===== src/rtl/calcu_pkg.sv =====
// calcu_pkg: shared FSM state encoding and ALU opcode constants for the calculator front end
package calcu_pkg;
  typedef enum logic [2:0] {ST_A = 3'd0, ST_B, ST_OP, ST_EXEC, ST_RES} state_t;
  localparam logic [3:0] OP_SUMA   = 4'd0;
  localparam logic [3:0] OP_RESTA  = 4'd1;
  localparam logic [3:0] OP_MULT   = 4'd2;
  localparam logic [3:0] OP_MOD    = 4'd3;
  localparam logic [3:0] OP_DIV    = 4'd4;
  localparam logic [3:0] OP_AND    = 4'd5;
  localparam logic [3:0] OP_OR     = 4'd6;
  localparam logic [3:0] OP_XOR    = 4'd7;
  localparam logic [3:0] OP_LSHIFT = 4'd8;
  localparam logic [3:0] OP_RSHIFT = 4'd9;
  localparam logic [3:0] OP_MAX    = OP_RSHIFT;
  function automatic logic op_ok(input logic [3:0] op);
    return op <= OP_MAX;
  endfunction
endpackage


===== src/rtl/btn_debounce.sv =====
// btn_debounce: 2-flop synchronizer, optional debounce (CALCU_DEBOUNCE_EN), 1-cycle press pulse on accepted rise
module btn_debounce #(
  parameter int DEBOUNCE_CYCLES = 16
) (
  input  logic clk,
  input  logic rst,
  input  logic btn,
  output logic press
);
  logic [1:0] sync;
  logic level, level_q;
  // bring the asynchronous button into the clock domain
  always_ff @(posedge clk)
    if (rst) sync <= '0;
    else sync <= {sync[0], btn};
`ifdef CALCU_DEBOUNCE_EN
  localparam int CW = $clog2(DEBOUNCE_CYCLES) + 1;
  logic [CW-1:0] cnt;
  logic samp_q;
  // accept a level only once it has been sampled DEBOUNCE_CYCLES times in a row
  always_ff @(posedge clk)
    if (rst) begin
      samp_q <= 1'b0;
      cnt    <= '0;
      level  <= 1'b0;
    end else begin
      samp_q <= sync[1];
      cnt    <= sync[1] != samp_q ? '0 : cnt == CW'(DEBOUNCE_CYCLES - 1) ? cnt : cnt + 1'b1;
      level  <= cnt == CW'(DEBOUNCE_CYCLES - 1) ? samp_q : level;
    end
`else
  localparam int unused_cycles = DEBOUNCE_CYCLES;
  assign level = sync[1];
`endif
  // registered rising-edge detect of the accepted level
  always_ff @(posedge clk)
    if (rst) begin
      level_q <= 1'b0;
      press   <= 1'b0;
    end else begin
      level_q <= level;
      press   <= level & ~level_q;
    end
endmodule


===== src/rtl/calcu_input_seq.sv =====
// calcu_input_seq: switch/button sequencer capturing A, B and opcode for the ALU, then latching its result (CALCU_DEBOUNCE_EN enables button debounce)
module calcu_input_seq
  import calcu_pkg::*;
#(
  parameter int N               = 4,
  parameter int DEBOUNCE_CYCLES = 16
) (
  input  logic         clk,
  input  logic         rst,
  input  logic [N-1:0] sw,
  input  logic         btn_next,
  input  logic         btn_clr,
  output logic [N-1:0] a,
  output logic [N-1:0] b,
  output logic [3:0]   seleccion,
  input  logic [N-1:0] salida_in,
  input  logic [3:0]   flags_in,
  output logic [N-1:0] res_q,
  output logic [3:0]   flags_q,
  output logic         res_valid,
  output logic         op_err,
  output logic [2:0]   estado
);
  state_t st, st_n;
  logic next_p, clr_p, ld_a, ld_b, ld_op, cap, drop, bad_op;
  logic [3:0] opc;
  btn_debounce #(.DEBOUNCE_CYCLES(DEBOUNCE_CYCLES)) u_next (
    .clk(clk), .rst(rst), .btn(btn_next), .press(next_p)
  );
  btn_debounce #(.DEBOUNCE_CYCLES(DEBOUNCE_CYCLES)) u_clr (
    .clk(clk), .rst(rst), .btn(btn_clr), .press(clr_p)
  );
  assign opc    = 4'(sw);
  assign estado = st;
  assign op_err = bad_op & ~clr_p & ~rst;
  // next-state and register load strobes; EXEC advances on its own and ignores presses
  always_comb begin
    st_n   = st;
    ld_a   = 1'b0;
    ld_b   = 1'b0;
    ld_op  = 1'b0;
    cap    = 1'b0;
    drop   = 1'b0;
    bad_op = 1'b0;
    case (st)
      ST_A: begin
        ld_a = next_p;
        st_n = next_p ? ST_B : ST_A;
      end
      ST_B: begin
        ld_b = next_p;
        st_n = next_p ? ST_OP : ST_B;
      end
      ST_OP: begin
        ld_op  = next_p & op_ok(opc);
        bad_op = next_p & ~op_ok(opc);
        st_n   = ld_op ? ST_EXEC : ST_OP;
      end
      ST_EXEC: begin
        cap  = 1'b1;
        st_n = ST_RES;
      end
      ST_RES: begin
        drop = next_p;
        st_n = next_p ? ST_A : ST_RES;
      end
      default: st_n = ST_A;
    endcase
  end
  // state and datapath registers; a clear press behaves exactly like reset here
  always_ff @(posedge clk)
    if (rst || clr_p) begin
      st        <= ST_A;
      a         <= '0;
      b         <= '0;
      seleccion <= '0;
      res_q     <= '0;
      flags_q   <= '0;
      res_valid <= 1'b0;
    end else begin
      st        <= st_n;
      a         <= ld_a ? sw : a;
      b         <= ld_b ? sw : b;
      seleccion <= ld_op ? opc : seleccion;
      res_q     <= cap ? salida_in : res_q;
      flags_q   <= cap ? flags_in : flags_q;
      res_valid <= cap ? 1'b1 : drop ? 1'b0 : res_valid;
    end
endmodule


===== config.mk =====
export PLATFORM = sky130hd
export DESIGN_NAME = calcu_input_seq
export DESIGN_NICKNAME = d
export VERILOG_FILES = /design/src/rtl/calcu_pkg.sv /design/src/rtl/btn_debounce.sv /design/src/rtl/calcu_input_seq.sv
export SDC_FILE = /design/constraint.sdc
export NUM_CORES = 1
export LEC_CHECK = 0
export CAP_MARGIN = 30
export CORE_ASPECT_RATIO = 1.4
export CORE_MARGIN = 2
export CORE_UTILIZATION = 33
export CTS_CLUSTER_SIZE = 25
export DETAILED_ROUTE_END_ITERATION = 7
export PLACE_DENSITY_LB_ADDON = 0.08
export SETUP_SLACK_MARGIN = 0.3
export SLEW_MARGIN = 20
export SYNTH_ARGS = -nofsm -noshare
export SYNTH_HDL_FRONTEND = slang
export SYNTH_SLANG_ARGS = --single-unit

===== constraint.sdc =====
create_clock -name clk -period 2.8 [get_ports clk]
set_clock_uncertainty 0.05 [all_clocks]
set_input_delay 0.56 -clock clk [delete_from_list [all_inputs] [get_ports clk]]
set_output_delay 0.56 -clock clk [all_outputs]
set_load 0.05 [all_outputs]

==> out/summary.txt, run 1 <==
Status -> finished, final reports clean
Critical Path, Cell by Cell -> and4bb_2 -> nor4b_4 -> buf_12
Clock Path Buffers -> 2
Power per cell area -> 501 nW/um^2
GP Congestion -> 0.719
# Post-CTS Setup Buffers -> 0
Mux contribution to synthesized area -> 13.0%
Synth-to-Final Area Change -> 42.6%
Switch share -> 21.2%
R2r endpoint -> res_q[2]
F_max -> 420 MHz
Util after Layout -> 48.7%
Fin. max-slew vios -> 0
Initial antenna violation count -> 0
RSZ-0062 raised after global routing -> false
TNS Setup -> 0 ns
IO Pins -> 41
I/O Buffers -> 40
Yosys warning total -> 0
Total number of vias -> 964
Crit. Startpoint -> estado[1]
Slack of the critical path -> 0.422 ns
Layout Nets -> 173
Post-synthesis xor/xnor area fraction -> 0%
Layout cells sized above 1 -> 12.7%
Total die area -> 4250 um^2
Clock Sinks -> 32
CP arrival -> 1.77 ns
Global-route wire length before repair -> 4.19 mm
Tmin final -> 2.38 ns
GR Overflow Total -> 0
Cells after Synth -> 116
Combinational share of power -> 6.9%
Hold Crit Depth -> 1
Kind of critical path -> register to output pin
Maximum fanout along the worst path -> 11
Post-synth top area cell -> dfxtp_1
Leak Pwr -> 0.000660 uW
Adder-cell area share of the yosys netlist -> 0%
Internal reg-to-reg setup slack -> 1.22 ns
Pre-antenna DRT Iters -> 4
Most common library cells after synthesis -> dfxtp_1, nor2_1, mux2i_1
Netlist cell types -> 28
Antenna cell count -> 0
Num rows -> 26
Max incr delay on CP -> 0.55 ns
Post-Route WL -> 2.45 mm
R2R depth -> 3
Most numerous cell in the Yosys netlist -> dfxtp_1
Total GRT Usage -> 12.7%
Clk_lat worst skew -> 0.27 ns
FFs w/ async S/R, synth -> 0%
Final hold vios -> 0
Final Cycle Share -> 84.9%
Initial core utilization -> 34.1%
Hold WS -> 0.335 ns
Core area -> 3610 um^2
Synth Cell Area -> 1230 um^2
Initial DRC count -> 15
Synth area leaders -> dfxtp_1, mux2i_1, nor2_1
Sequential share of power -> 52.8%
Hold buffers post-CTS -> 0
Via/cell ratio -> 4.82
CTS H-tree depth -> 2
Post-synth top area share -> 52.0%
Largest net degree at the start of global routing -> 25
Root Driver -> clkbuf_8
Die Height -> 76.3 um
Synth Area in Compound Gates -> 10.1%
Slew @ Worst Pin -> 0.555 ns
Worst Hold Launch -> u_clr.level_q
Internal -> 693 uW
NetSw -> 187 uW
CTS tree -> yes
Die Wd -> 55.7 um
Max_cap viols -> 0
Synth Register Bits -> 32
DRT antenna net count -> 0
Ys flop type -> dfxtp_1
Largest family of logic cells by synthesized area -> simple AND/OR/NAND/NOR gates
Critical Path End Type -> output pin
DR DRC count -> 0
Worst endpoint required time -> 2.19 ns
DPL Wire Length -> 1.78 mm
Post-synth EDFFs -> 0
Register area share after synthesis -> 52.0%
Worst rel slew slack -> 62.9%
DP Worst Slack -> 0.351 ns
Critical Path Start Type -> register
WHS Endpoint -> u_clr.press
Drt wl/cell -> 12.2 um
Cts bufs inserted -> 5
Endpoints failing setup -> 0
Critical R2R Launch -> estado[1]
Post-Synth Simple-Gate Area -> 18.8%
Number of global-route vias before repair -> 942
CTS clk-pin slew, worst paths -> 0.06 ns
Net Count, Synth -> 132
Hold Crit Class -> register to register
Clock Power Share -> 40.2%
Peak VDD IR -> 476 uV
Syn_area_per_cell -> 10.6 um^2
Critical-path top delay cell -> dfxtp_1
==> what timing repair did <==
action / in CTS / in global routing
pin swaps: 0 / 0
resized for setup: 1 / 1
setup endpoints to repair: 1 / 1
==> logic make-up (layout without fill, tap and decap cells) <==
logic type             after synthesis  in the layout
AO/OA/AOI/OAI                       17             17
buffers and inverters               12             54
AND/OR/NAND/NOR                     39             39
multiplexers                        16             16
flip-flops                          32             32
==> per-layer routing <==
metal,GRT usage (%),share of wire (%),vias to the layer above,wire (um)
met5,0,0,-,0
met4,7.32,2.5,0,61
met3,4.75,6.2,6,151
met2,21.0,49,31,1210
met1,13.7,42,447,1030
li1,-,-,480,-
==> placed cells by master (no fill, tap or decap), types with 2 or more instances in the layout <==
cell | Yosys | routed
mux2i_1 | 16 | 16
nor4b_4 | 1 | 2
clkbuf_8 | 0 | 6
a21oi_2 | 2 | 2
nor2b_1 | 8 | 8
clkdlybuf4s50_1 | 0 | 39
nor3_1 | 3 | 3
a21oi_1 | 8 | 8
and4bb_2 | 1 | 2
dfxtp_1 | 32 | 32
nor2_1 | 18 | 18
inv_1 | 3 | 3
a2111oi_2 | 2 | 2
nand3b_1 | 2 | 2
buf_4 | 1 | 3
clkbuf_1 | 1 | 2
==> critical path: cells and delay by family, from the launching register on <==
| family | cells | cell delay [ns] |
|---|---|---|
| flops | 1 | 0.55 |
| buf+inv | 1 | 0.18 |
| simple gates | 2 | 0.76 |
==> flip-flops by register name (all words and copies together), names as in the netlist <==
name and cells:
a 4, b 4, flags_q 4, res_q 4, seleccion 4, estado 3, u_clr.sync 2, u_next.sync 2
res_valid 1, u_clr.level_q 1, u_clr.press 1, u_next.level_q 1, u_next.press 1
==> area by class of cell <==
type | instances | area [um^2]
repair buffers | 43 | 433
inverters | 3 | 11.3
flip-flops and latches | 32 | 641
clock buffers | 8 | 90.1
well taps | 42 | 52.6
multi-input cells | 72 | 531
fillers | 344 | 1850
==> how the worst max path moves through the flow <==
stage	slack, ns	endpoint	cells past startpoint
after floorplan	0.36	op_err	4
after global placement	0.36	op_err	4
after detailed placement	0.35	op_err	4
after CTS	0.35	op_err	4
after global routing	0.30	op_err	3
final	0.42	op_err	3
==> power by group through the flow <==
| stage | Sequential [uW] | Clock (uW) | Combinational [uW] |
|---|---|---|---|
| floorplan | 479 | 0 | 22.8 |
| global placement | 475 | 0 | 61.3 |
| detailed placement | 475 | 0 | 61.8 |
| CTS | 465 | 369 | 62.0 |
| global route | 465 | 393 | 66.7 |
| finish | 465 | 354 | 61.0 |
==> per-stage QoR <==
stage               cell area, um^2  instances  total power, uW
finish                         1760        200              880
global route                   1760        200              925
CTS                            1760        200              896
detailed placement             1670        192              537
global placement               1670        192              536
floorplan                      1250        116              502
Power figures use the tool's default switching activity.
==> run 2, diff against run 1 <==
==> constraint.sdc (replaced) <==
create_clock -name clk -period 2.5 [get_ports clk]
set_clock_uncertainty 0.05 [all_clocks]
set_input_delay 0.5 -clock clk [delete_from_list [all_inputs] [get_ports clk]]
set_output_delay 0.5 -clock clk [all_outputs]
set_load 0.05 [all_outputs]
==> out/summary.txt, run 2 (synthesis gave the netlist of run 1 again) <==
Status -> finished, final reports clean
Slew @ Worst Pin -> 0.567 ns (+0.0121 ns)
Initial DRC count -> 8 (-7)
Total power draw -> 1080 uW (+23%)
Antenna cell count -> 0 (unchanged)
Final Cycle Share -> 85.1%
Clock Sinks -> 32 (unchanged)
Worst endpoint required time -> 1.95 ns (-0.24 ns)
Total die area -> 4250 um^2 (unchanged)
RSZ-0062 raised after global routing -> false
Hold buffers post-CTS -> 0 (unchanged)
CP arrival -> 1.58 ns (-0.19 ns)
Endpoints failing setup -> 0 (unchanged)
DR DRC count -> 0 (unchanged)
Cts bufs inserted -> 5 (unchanged)
Final hold vios -> 0 (unchanged)
Final Cell Area -> 1810 um^2 (+3.0%)
Maximum fanout along the worst path -> 2 (-9)
Total GRT Usage -> 12.5% (-0.23 points)
Root Driver -> clkbuf_8
Number of global-route vias before repair -> 901 (-4.4%)
Commonest non-fill, non-tap cell in the layout -> clkdlybuf4s50_1
Pre-antenna DRT Iters -> 4 (unchanged)
Fin. max-slew vios -> 0 (unchanged)
Kind of critical path -> input pin to output pin
Post-Route WL -> 2.45 mm (+0.16%)
Core area -> 3610 um^2 (unchanged)
Area occupied by multi-input gates -> 538 um^2 (+1.4%)
Hold WS -> 0.336 ns (+0.000730 ns)
CTS tree -> yes
Critical-path top delay cell -> clkdlybuf4s50_1
Leak Pwr -> 0.000685 uW (+3.8%)
Initial core utilization -> 34.1% (unchanged)
Placed insts -> 193 (+0.52%)
Filler cells -> 353 (+2.6%)
GR Overflow Total -> 0 (unchanged)
GP Congestion -> 0.698 (-2.9%)
Total number of vias -> 954 (-1.0%)
Initial antenna violation count -> 0 (unchanged)
Hold Crit Class -> register to register
Layout cells sized above 1 -> 17.0% (+4.3 points)
CTS clk-pin slew, worst paths -> 0.07 ns (about the same)
CTS H-tree depth -> 2 (unchanged)
DPL Wire Length -> 1.75 mm (-1.5%)
Global-route wire length before repair -> 4.09 mm (-2.3%)
Peak VDD IR -> 484 uV (+1.6%)
Non-Filler Instances -> 201 (+0.50%)
Power per cell area -> 598 nW/um^2 (+19%)
Dpl cell area -> 1680 um^2 (+0.83%)
Top cell family by delay on the critical path -> buffers and inverters
Max_cap viols -> 0 (unchanged)
IO Pins -> 41 (unchanged)
TNS Setup -> 0 ns (unchanged)
Num rows -> 26 (unchanged)
Die Wd -> 55.7 um (unchanged)
Clk_lat worst skew -> 0.28 ns (about the same)
# Post-CTS Setup Buffers -> 0 (unchanged)
Die Height -> 76.3 um (unchanged)
F_max -> 470 MHz
WP buf/inv -> 2 (+1)
DRT antenna net count -> 0 (unchanged)
Largest net degree at the start of global routing -> 25 (unchanged)
Via/cell ratio -> 4.75 (-1.5%)
Drt wl/cell -> 12.2 um (-0.33%)
Tmin final -> 2.13 ns
Max incr delay on CP -> 0.49 ns (-0.06 ns)
Clock Path Buffers -> 2 (unchanged)
Most frequent cells in the layout -> clkdlybuf4s50_1, dfxtp_1, nor2_1, mux2i_1
Layout Nets -> 174 (+0.58%)
Critical Path End Type -> output pin
Worst rel slew slack -> 62.1% (-0.81 points)
Synth-to-Final Area Change -> 46.9%
Critical Path, Cell by Cell -> clkdlybuf4s50_1 -> o21ai_2 -> nor4b_4 -> buf_12
Critical Path Start Type -> input pin
I/O Buffers -> 40 (unchanged)
Register Area -> 647 um^2 (+0.98%)
==> run 2: changes by cell type in the layout (fill, tap and decap cells not counted) <==
cell and delta:
dfxtp_4 +1, and4bb_4 +1, clkbuf_8 +1, o21ai_2 +1, buf_4 +1, dfxtp_1 -3, dfxtp_2 +2, and4bb_2 -1
clkbuf_16 +1, o21ai_1 -1, clkbuf_1 -2
==> run 2: stage by stage <==
stage                     utilization [%]  worst slack [ns]
after floorplan                         -             0.370
after global placement               46.6             0.243
after detailed placement             46.6             0.246
after CTS                            49.9             0.308
after global routing                 50.1             0.322
final                                50.1             0.373
==> run 2: where the power goes <==
| part | switching, uW | leakage, uW | internal, uW | total, uW |
|---|---|---|---|---|
| sequential | 4.08 | 0.000261 | 516 | 520 |
| clock | 181 | 0.0000627 | 311 | 492 |
| combinational | 33.8 | 0.000362 | 37.1 | 70.9 |
| total | 219 | 0.000685 | 864 | 1080 |
==> run 2: layout make-up <==
class | count | share of cell area, %
well taps | 42 | 2.90
flip-flops and latches | 32 | 35.7
clock buffers | 8 | 6.70
inverters | 3 | 0.622
repair buffers | 44 | 24.3
multi-input cells | 72 | 29.7
==> run 2: routing by layer <==
metal | vias up | track usage [%] | wire [um]
li1 | 480 | - | -
met5 | - | 0 | 0
met2 | 32 | 20.5 | 1190
met3 | 5 | 5.26 | 156
met1 | 437 | 13.4 | 1050
met4 | 0 | 6.59 | 50
==> run 2: worst paths after layout <==
| path | to | cells after the start | start | slack (ns) |
|---|---|---|---|---|
| worst max-delay path | op_err | 4 | sw[1] | 0.37 |
| worst min-delay path | u_clr.press | 1 | u_clr.level_q | 0.34 |
| worst min register to register | u_clr.press | 1 | u_clr.level_q | 0.34 |
| worst max register to register | res_q[1] | 3 | estado[2] | 1.09 |
==> run 2: timing repair <==
item,in CTS,in global routing
resized for setup,2,2
setup endpoints to repair,1,1
pin swaps,1,1
